===== src/rtl/byte_msg_packer_if.sv =====
// Source-slot bus between a byte_msg_packer and its byte producer / slave-FIFO arbiter.
// Signal directions are named from the packer's point of view.
interface byte_msg_packer_if;
  logic [7:0]  din_i;
  logic        din_valid_i;
  logic        din_last_i;
  logic        din_ready_o;
  logic        rd_req_i;
  logic        msg_start_i;
  logic [15:0] fifo_q_o;
  logic        got_full_msg_o;
  logic [7:0]  msg_len_o;
  logic        parity_out_o;
  logic        err_o;

  modport master (
    output din_i, din_valid_i, din_last_i, rd_req_i, msg_start_i,
    input  din_ready_o, fifo_q_o, got_full_msg_o, msg_len_o, parity_out_o, err_o
  );

  modport slave (
    input  din_i, din_valid_i, din_last_i, rd_req_i, msg_start_i,
    output din_ready_o, fifo_q_o, got_full_msg_o, msg_len_o, parity_out_o, err_o
  );
endinterface


===== src/rtl/byte_msg_packer.sv =====
// Packs a byte stream into 16-bit words, buffers whole messages and queues
// {word count, odd-byte flag} per message for one arbiter source slot.
module byte_msg_packer #(
  parameter int DEPTH_LOG2 = 8,
  parameter int LENQ_LOG2  = 3
) (
  input logic              clk_i,
  input logic              rst_ni,
  byte_msg_packer_if.slave bus
);

  localparam int DEPTH = 1 << DEPTH_LOG2;
  localparam int LENQ  = 1 << LENQ_LOG2;

  localparam logic [0:0] ST_EVEN = 1'b0;
  localparam logic [0:0] ST_ODD  = 1'b1;

  localparam logic [DEPTH_LOG2-1:0] PTR_ONE    = DEPTH_LOG2'(1);
  localparam logic [DEPTH_LOG2:0]   WCNT_ONE   = (DEPTH_LOG2 + 1)'(1);
  localparam logic [DEPTH_LOG2:0]   WCNT_FULL  = (DEPTH_LOG2 + 1)'(DEPTH);
  localparam logic [LENQ_LOG2-1:0]  LPTR_ONE   = LENQ_LOG2'(1);
  localparam logic [LENQ_LOG2:0]    LCNT_ONE   = (LENQ_LOG2 + 1)'(1);
  localparam logic [LENQ_LOG2:0]    LCNT_FULL  = (LENQ_LOG2 + 1)'(LENQ);
  localparam logic [7:0]            MAX_WORDS  = 8'd255;

  logic [15:0] word_mem_q [DEPTH];
  logic [8:0]  len_mem_q  [LENQ];

  logic [0:0]            state_q, state_d;
  logic [7:0]            hi_q, hi_d;
  logic [7:0]            msg_words_q, msg_words_d;
  logic [DEPTH_LOG2-1:0] wr_ptr_q, wr_ptr_d, rd_ptr_q, rd_ptr_d;
  logic [DEPTH_LOG2:0]   word_cnt_q, word_cnt_d;
  logic [LENQ_LOG2-1:0]  lq_wr_ptr_q, lq_wr_ptr_d, lq_rd_ptr_q, lq_rd_ptr_d;
  logic [LENQ_LOG2:0]    lq_cnt_q, lq_cnt_d;
  logic                  din_ready_q, din_ready_d;
  logic                  err_q, err_d;

  logic        accept_s;
  logic        word_wr_s;
  logic [15:0] wdata_s;
  logic [7:0]  new_words_s;
  logic        commit_s;
  logic        commit_odd_s;
  logic        rd_ok_s;
  logic        start_ok_s;

  assign accept_s     = bus.din_valid_i & din_ready_q;
  assign new_words_s  = msg_words_q + 8'd1;
  assign commit_s     = word_wr_s & (bus.din_last_i | (new_words_s == MAX_WORDS));
  assign commit_odd_s = (state_q == ST_EVEN);
  assign rd_ok_s      = bus.rd_req_i & (word_cnt_q != '0);
  assign start_ok_s   = bus.msg_start_i & (lq_cnt_q != '0);

  // Pair FSM: hold the high byte, emit a word on the second byte or a padded word on an odd LAST
  always_comb begin
    state_d   = state_q;
    hi_d      = hi_q;
    word_wr_s = 1'b0;
    wdata_s   = 16'h0000;
    if (accept_s) begin
      case (state_q)
        ST_ODD: begin
          word_wr_s = 1'b1;
          wdata_s   = {hi_q, bus.din_i};
          state_d   = ST_EVEN;
        end
        ST_EVEN: begin
          if (bus.din_last_i) begin
            word_wr_s = 1'b1;
            wdata_s   = {bus.din_i, 8'h00};
          end else begin
            hi_d    = bus.din_i;
            state_d = ST_ODD;
          end
        end
        default: state_d = ST_EVEN;
      endcase
    end else begin
      state_d = state_q;
    end
  end

  // Pointer, occupancy, message-length and status next-state
  always_comb begin
    wr_ptr_d    = word_wr_s  ? (wr_ptr_q + PTR_ONE)     : wr_ptr_q;
    rd_ptr_d    = rd_ok_s    ? (rd_ptr_q + PTR_ONE)     : rd_ptr_q;
    lq_wr_ptr_d = commit_s   ? (lq_wr_ptr_q + LPTR_ONE) : lq_wr_ptr_q;
    lq_rd_ptr_d = start_ok_s ? (lq_rd_ptr_q + LPTR_ONE) : lq_rd_ptr_q;

    case ({word_wr_s, rd_ok_s})
      2'b10:   word_cnt_d = word_cnt_q + WCNT_ONE;
      2'b01:   word_cnt_d = word_cnt_q - WCNT_ONE;
      default: word_cnt_d = word_cnt_q;
    endcase

    case ({commit_s, start_ok_s})
      2'b10:   lq_cnt_d = lq_cnt_q + LCNT_ONE;
      2'b01:   lq_cnt_d = lq_cnt_q - LCNT_ONE;
      default: lq_cnt_d = lq_cnt_q;
    endcase

    if (commit_s) begin
      msg_words_d = 8'd0;
    end else if (word_wr_s) begin
      msg_words_d = new_words_s;
    end else begin
      msg_words_d = msg_words_q;
    end

    // Decided on next-state values so a byte accepted next cycle always has room
    din_ready_d = (word_cnt_d != WCNT_FULL) &&
                  !((lq_cnt_d == LCNT_FULL) && (msg_words_d == 8'd0));

    err_d = err_q | (bus.rd_req_i & (word_cnt_q == '0)) |
                    (bus.msg_start_i & (lq_cnt_q == '0));
  end

  // Control and status registers
  always_ff @(posedge clk_i or negedge rst_ni) begin
    if (!rst_ni) begin
      state_q     <= ST_EVEN;
      hi_q        <= 8'h00;
      msg_words_q <= 8'd0;
      wr_ptr_q    <= '0;
      rd_ptr_q    <= '0;
      word_cnt_q  <= '0;
      lq_wr_ptr_q <= '0;
      lq_rd_ptr_q <= '0;
      lq_cnt_q    <= '0;
      din_ready_q <= 1'b0;
      err_q       <= 1'b0;
    end else begin
      state_q     <= state_d;
      hi_q        <= hi_d;
      msg_words_q <= msg_words_d;
      wr_ptr_q    <= wr_ptr_d;
      rd_ptr_q    <= rd_ptr_d;
      word_cnt_q  <= word_cnt_d;
      lq_wr_ptr_q <= lq_wr_ptr_d;
      lq_rd_ptr_q <= lq_rd_ptr_d;
      lq_cnt_q    <= lq_cnt_d;
      din_ready_q <= din_ready_d;
      err_q       <= err_d;
    end
  end

  // Storage arrays; contents are only visible while the matching occupancy is non-zero
  always_ff @(posedge clk_i) begin
    if (word_wr_s) begin
      word_mem_q[wr_ptr_q] <= wdata_s;
    end
    if (commit_s) begin
      len_mem_q[lq_wr_ptr_q] <= {new_words_s, commit_odd_s};
    end
  end

  assign bus.din_ready_o    = din_ready_q;
  assign bus.err_o          = err_q;
  assign bus.got_full_msg_o = (lq_cnt_q != '0);
  assign bus.fifo_q_o       = (word_cnt_q != '0) ? word_mem_q[rd_ptr_q] : 16'h0000;
  assign bus.msg_len_o      = (lq_cnt_q != '0) ? len_mem_q[lq_rd_ptr_q][8:1] : 8'd0;
  assign bus.parity_out_o   = (lq_cnt_q != '0) ? len_mem_q[lq_rd_ptr_q][0] : 1'b0;

endmodule

===== src/flat_wrapper.sv =====
// flat-port wrapper written by rule: the top's interface ports become plain ports
module byte_msg_packer_flat 
#(
  parameter int DEPTH_LOG2 = 8,
  parameter int LENQ_LOG2  = 3
)
  (clk_i, rst_ni, bus_din_i, bus_din_valid_i, bus_din_last_i, bus_rd_req_i, bus_msg_start_i, bus_din_ready_o, bus_fifo_q_o, bus_got_full_msg_o, bus_msg_len_o, bus_parity_out_o, bus_err_o);
  byte_msg_packer_if bus_i ();
  input logic clk_i;
  input logic rst_ni;
  input wire logic [$bits(bus_i.din_i)-1:0] bus_din_i;
  input wire logic [$bits(bus_i.din_valid_i)-1:0] bus_din_valid_i;
  input wire logic [$bits(bus_i.din_last_i)-1:0] bus_din_last_i;
  input wire logic [$bits(bus_i.rd_req_i)-1:0] bus_rd_req_i;
  input wire logic [$bits(bus_i.msg_start_i)-1:0] bus_msg_start_i;
  output wire logic [$bits(bus_i.din_ready_o)-1:0] bus_din_ready_o;
  output wire logic [$bits(bus_i.fifo_q_o)-1:0] bus_fifo_q_o;
  output wire logic [$bits(bus_i.got_full_msg_o)-1:0] bus_got_full_msg_o;
  output wire logic [$bits(bus_i.msg_len_o)-1:0] bus_msg_len_o;
  output wire logic [$bits(bus_i.parity_out_o)-1:0] bus_parity_out_o;
  output wire logic [$bits(bus_i.err_o)-1:0] bus_err_o;
  assign bus_i.din_i = bus_din_i;
  assign bus_i.din_valid_i = bus_din_valid_i;
  assign bus_i.din_last_i = bus_din_last_i;
  assign bus_i.rd_req_i = bus_rd_req_i;
  assign bus_i.msg_start_i = bus_msg_start_i;
  assign bus_din_ready_o = bus_i.din_ready_o;
  assign bus_fifo_q_o = bus_i.fifo_q_o;
  assign bus_got_full_msg_o = bus_i.got_full_msg_o;
  assign bus_msg_len_o = bus_i.msg_len_o;
  assign bus_parity_out_o = bus_i.parity_out_o;
  assign bus_err_o = bus_i.err_o;
  byte_msg_packer #(.DEPTH_LOG2(DEPTH_LOG2), .LENQ_LOG2(LENQ_LOG2)) u_core (.clk_i(clk_i), .rst_ni(rst_ni), .bus(bus_i));
endmodule

===== config.mk =====
export PLATFORM = sky130hd
export DESIGN_NAME = byte_msg_packer_flat
export DESIGN_NICKNAME = d
export VERILOG_FILES = /design/src/rtl/byte_msg_packer_if.sv /design/src/rtl/byte_msg_packer.sv /design/src/flat_wrapper.sv
export SDC_FILE = /design/constraint.sdc
export NUM_CORES = 2
export LEC_CHECK = 0
export CAP_MARGIN = 10
export CORE_ASPECT_RATIO = 1.5
export CORE_UTILIZATION = 30
export DETAILED_ROUTE_END_ITERATION = 6
export PLACE_DENSITY = 0.51
export SLEW_MARGIN = 20
export SYNTH_ARGS = -nofsm -noshare
export SYNTH_HDL_FRONTEND = slang
export SYNTH_MEMORY_MAX_BITS = 65536
export SYNTH_SLANG_ARGS = --single-unit
export TNS_END_PERCENT = 20

===== constraint.sdc =====
create_clock -name clk_i -period 4.84 [get_ports clk_i]
set_input_delay 0.484 -clock clk_i [delete_from_list [all_inputs] [get_ports clk_i]]
set_output_delay 0.484 -clock clk_i [all_outputs]
set_load 0.02 [all_outputs]

==> After elaboration in Yosys (flattened, before gate mapping) <==
Memories as Yosys holds them, arrays and structs flattened.
Cells that the tools add are included.
{ "classes": {"n_mux": 19, "n_reduce_logical": 9, "eq_ne": 7, "n_bitwise": 11, "addsub": 9} }
{ "op_table": {"columns": ["operator", "count"], "rows": [
  ["16-bit two-way mux", 3],
  ["16-bit case mux with 2 select lines", 1],
  ["8-bit by 1-bit adder with 8-bit output, second input constant", 3],
  ["8-bit two-way mux", 3],
  ["9-bit case mux with 2 select lines", 1],
  ["9-bit by 1-bit adder with 9-bit output, second input constant", 1],
  ["9-bit zero test", 1],
  ["9-bit inequality test, second input constant", 1],
  ["9-bit nonzero test", 1],
  ["9-bit by 1-bit subtractor with 9-bit output, second input constant", 1],
  ["8-bit equality test, second input constant", 1],
  ["8-bit zero test", 1],
  ["1-bit two-way mux", 8],
  ["4-bit case mux with 2 select lines", 1],
  ["3-bit by 1-bit adder with 3-bit output, second input constant", 2],
  ["1-bit AND", 6],
  ["4-bit by 1-bit adder with 4-bit output, second input constant", 1],
  ["2-bit by 1-bit equality test with 1-bit output, second input constant", 2],
  ["2-bit equality test, second input constant", 2],
  ["4-bit equality test, second input constant", 1],
  ["4-bit zero test", 1],
  ["1-bit case mux with 2 select lines", 2],
  ["4-bit nonzero test", 1],
  ["4-bit by 1-bit subtractor with 4-bit output, second input constant", 1],
  ["5 further kinds", 9]
]} }
{ "word_totals": {"ff_bits": 54, "n_memories": 2, "wordCells": 68, "mem_bits_rw": 4168, "inputBits": 14, "out_inout_bits": 28} }
{ "mem_list": {"columns": ["memory", "depth", "word_bits", "rd", "rd_ports_with_merged_regs", "write_ports", "line_no", "source"], "rows": [
  ["u_core.word_mem_q", 256, 16, 1, 0, 1, "byte_msg_packer.sv:26", "logic [15:0] word_mem_q [DEPTH];"],
  ["u_core.len_mem_q", 8, 9, 1, 0, 1, "byte_msg_packer.sv:27", "logic [8:0] len_mem_q [LENQ];"]
]} }

==> Longest topological paths before layout <==
{ "logic_depth": {"depth_word": 10, "depth_mapped": 18, "mapped_depth_nobuf": 17} }

==> Worst setup path after synthesis <==
OpenSTA, ideal clock, no wires.
{ "synth_path": {"path_type": "register to register", "from": "register u_core.din_ready_q (netlist: u_core.bus.din_ready_o)", "to": "memory u_core.word_mem_q[0][10] (data pin)", "t_arrival_ns": 4.508, "setup_time_ns": 0.864, "path_slack_ns": -0.532, "path_buffers": 0, "required_ns": 3.976, "stages_incl_launch_ff": 4, "period_less_slack_ns": 5.372, "path_cell_list": "dfrtp_1 nand2_1 nor3b_1 a22o_1"} }
{ "synth_via": {"elab_chain_cells": 2} }
{ "synth_rtl": {"columns": ["item", "line_no", "source"], "rows": [
  ["from (decl)", "byte_msg_packer.sv:36", "logic din_ready_q, din_ready_d;"],
  ["from (signal assigned)", "byte_msg_packer.sv:143", "din_ready_q <= din_ready_d;"],
  ["1-bit AND", "byte_msg_packer.sv:48", "assign accept_s = bus.din_valid_i & din_ready_q;"],
  ["16-bit two-way mux", "byte_msg_packer.sv:61", "if (accept_s) begin"],
  ["via u_core.wdata_s[10]", "byte_msg_packer.sv:41", "logic [15:0] wdata_s;"],
  ["to (decl)", "byte_msg_packer.sv:26", null]
]} }
The timed path passes the listed nets, and every way through them passes these cells.

==> Worst setup path in the final report <==
{ "layout_path": {"from": "register u_core.rd_ptr_q[0]", "to": "output bus_fifo_q_o[1]"} }
{ "layout_via": {"elab_chain_cells": 2} }
{ "layout_rtl": {"columns": ["item", "line_no", "source"], "rows": [
  ["from (decl)", "byte_msg_packer.sv:32", "logic [DEPTH_LOG2-1:0] wr_ptr_q, wr_ptr_d, rd_ptr_q, rd_ptr_d;"],
  ["from (signal assigned)", "byte_msg_packer.sv:138", "rd_ptr_q <= rd_ptr_d;"],
  ["memory read 256 x 16 bit", null, null],
  ["16-bit two-way mux", "byte_msg_packer.sv:161", "assign bus.fifo_q_o = (word_cnt_q != '0) ? word_mem_q[rd_ptr_q] : 16'h0000;"],
  ["to (decl)", "flat_wrapper.sv:17", "output wire logic [$bits(bus_i.fifo_q_o)-1:0] bus_fifo_q_o;"]
]} }
Every way passes these cells.

==> impl_metrics.py <==
metrics = {
    "outcome": {
        "outcome": "finished with violations",
        "violations": "negative setup slack",
    },
    "run": {
        "drv_cap": 0,
    },
    "cells_and_area": {
        "layout-drive-gt1-share": 0.359,
        "fin_nets": 7581,
        "final_cells": 15000,
        "area_delta_synth_final_pct": 18.2,
    },
    "worst_setup_path": {
        "critPathSlowestCell": "mux4_2",
        "cp_cell_sequence": "buf_12 > buf_16 > buf_16 > buf_16 > buf_16 > buf_12 > buf_4 > mux4_2 > mux4_2 > mux2i_4 > o21ai_2 > and3_4 > buf_4",
        "critPathKind": "reg2out",
        "rr_startpoint": "u_core.msg_words_q[0]",
        "critPathBufInv": 8,
        "crit_path_end_kind": "output pin",
        "max_stage_delay_ps": 600,
        "worstSetupStartpoint": "u_core.rd_ptr_q[0]",
        "worstPathArrival_ps": 4500,
        "crit_top_cell": "buf_16",
        "crit_fanout": 8,
        "start_kind": "register",
        "rr_worst_depth": 17,
        "required_ps": 4360,
        "crit_cells": 13,
        "cp_top_family": "buffers and inverters",
    },
    "timing": {
        "timing.final.ws_setup_ps": -141,
        "worst_slew_margin_rel": 0.234,
        "finalClockSkew_ps": 87.0,
        "setup_viol": 16,
        "rsz0062_at_grt": "yes",
        "period_minus_slack_ps": 4980,
        "post-route-period-util": 1.03,
        "final-hold-violation-count": 0,
        "tns_ps": -1060,
        "fmax_mhz": 201,
        "drv_slew": 0,
        "worst_pin_slew_ps": 1150,
    },
    "pwr": {
        "ir_worst_vdd_uv": 561,
        "power.total_mw": 110,
        "powerDensity_nw_per_um2": 574,
        "leakagePower_nw": 60.3,
    },
    "synthesis": {
        "synth_area_leaders": "edfxtp_1 77%, mux4_2 18%, dfrtp_1 0.83%, nor2_1 0.68%, mux2i_1 0.56%",
        "yosys_warnings": 0,
        "syn_nets": 6794,
        "yosysTopAreaCell": "edfxtp_1",
        "ys_async_sr_fraction": 0.0128,
        "synthDistinctLibCells": 65,
        "syn_area_um2": 163000,
        "synth_top_area_share": 0.769,
        "synthFlopType": "edfxtp_1",
        "postSynthCellCount": 6765,
        "ys_ff_latch": 4222,
        "synth_area_per_cell_um2": 24.1,
        "synth-edff-count": 4168,
        "ys_seq_area_frac": 0.777,
    },
    "drt": {
        "antenna_left": 0,
        "dr.pass1.iters": 5,
        "wl_per_cell_um": 30.3,
        "drt-initial-drc-count": 7534,
        "vias": 75200,
        "routed_wl_um": 456000,
        "drc": 0,
        "vias_per_cell": 5.01,
    },
    "placed_design": {
        "dp.cells": 14200,
        "gp_routability_congestion": 0.780,
        "io_buffer_count": 41,
        "hpwl_um": 272000,
    },
    "clocking": {
        "clockBufferDepth": 4,
        "tritoncts": "done",
        "cts_max_level": 5,
        "root_buffer": "clkbuf_16",
        "clk_latency_ps": 1050,
        "cts.sinks": 4222,
        "clk_pin_slew_ps": 70,
        "numCtsBuffers": 389,
    },
    "global_route": {
        "grt_pass1_wl_um": 635000,
        "antenna_found_initial": 18,
        "grtUsageTotal": 0.164,
        "grt.overflow.total": 0,
        "grt_start_max_net_pins": 129,
        "grt_pass1_vias": 79800,
    },
    "floorplan": {
        "coreArea_um2": 539000,
        "die_w_um": 603,
        "die-height_um": 904,
        "std_cell_rows": 330,
        "io_pins": 42,
        "start_util": 0.302,
        "die-area_um2": 545000,
    },
    "min_path": {
        "holdCritPathClass": "in2async",
    },
}
[power breakdown]
group          internal, mW  switching [mW]
logic                  17.5            19.8
clock network          17.2            13.8
registers              41.4           0.520
total                  76.2            34.2
[state kept, by name, indices dropped and copies added, names as in the netlist]
| register | flops |
|---|---|
| u_core.word_mem_q | 4096 |
| u_core.hi_q | 8 |
| u_core.len_mem_q | 72 |
| u_core.lq_cnt_q | 4 |
| u_core.lq_rd_ptr_q | 3 |
| u_core.word_cnt_q | 9 |
| u_core.msg_words_q | 8 |
| u_core.wr_ptr_q | 8 |
| u_core.bus.din_ready_o | 1 |
| u_core.lq_wr_ptr_q | 3 |
| u_core.state_q | 1 |
| u_core.rd_ptr_q | 8 |
| u_core.bus.err_o | 1 |
[cell families (layout without fill, tap and decap cells)]
logic type,Yosys count,count (layout),synth area share
DFF,4222,4222,0.777
muxes,1403,1403,0.186
and+or+nand+nor,497,497,0.0136
buffers and inverters,401,1516,0.0112
AOI/OAI and AO/OA,194,194,0.00861
xor gates and xnor gates,33,33,0.00178
adders and majority gates,15,15,0.00115
other,0,10,0
[cells in the final DEF, fill, tap and decap left out, types with 30 or more instances in the layout]
master and n:
dfrtp_1 48, clkbuf_16 394, buf_6 30, buf_12 113, mux2i_1 51, clkinv_2 70, edfxtp_1 4168, clkbuf_1 85
bufinv_16 43, buf_4 552, buf_16 34, nand2_1 60, clkinv_1 77, mux2i_4 30, nor2_2 41, nor2_1 254
mux4_2 1298
[synth_stat cells, types with 20 or more instances]
cell type and n:
edfxtp_1 4168, mux4_2 1298, nor2_1 295, clkbuf_1 183, buf_2 115, mux2i_1 91, nand2_1 60, dfrtp_1 54
a211oi_1 53, buf_1 53, nand3_1 26, a22o_1 25, nor2b_1 23, xnor2_1 21, and3_1 20
[per-layer routing]
metal  up-vias  track usage  wire (um)
met2      2055        0.308     248000
met3       576       0.0177      19100
met1     41900        0.194     171000
met4         4       0.0580      17600
li1      30700            -          -
met5         -            0         27
[metrics by stage]
step                       util  hold slack [ps]  setup slack [ps]  cell area (um2)
after floorplan               -              188              -446           163000
after global placement    0.327              510             -26.6           177000
after detailed placement  0.327              518               119           177000
after CTS                 0.355             67.3              -292           192000
after global routing      0.357              147              -213           192000
final                     0.357              110              -141           192000
[cell type report]
cell class / instances / area (um2)
tap: 7138 / 8930
fill: 49300 / 347000
multi-input combinational: 2142 / 35600
sequential: 4222 / 127000
antenna: 10 / 25.0
inverter: 18 / 67.6
clock inverter: 244 / 2590
clock buffer: 475 / 10100
timing repair buffer: 779 / 8520
[worst paths after layout]
check                                         end  slack [ps]
max                               bus_fifo_q_o[1]        -140
min                          u_core.word_cnt_q[0]         110
max reg2reg                u_core.bus.din_ready_o         430
min reg2reg                      u_core.bus.err_o         520
max in group asynchronous      u_core.rd_ptr_q[4]        3600
min in group clk_i               u_core.bus.err_o         150
[timing repair]
item | in CTS | in global routing
buffers inserted | 61 | 38
pin swaps | 17 | 20
endpoints found under the hold margin | 30 | 0
endpoints found under the setup margin | 16 | 16
gates cloned | 23 | 4
resized for setup | 227 | 89
hold buffers | 1 | 0
Note: power is estimated with default switching activity, not from simulation.
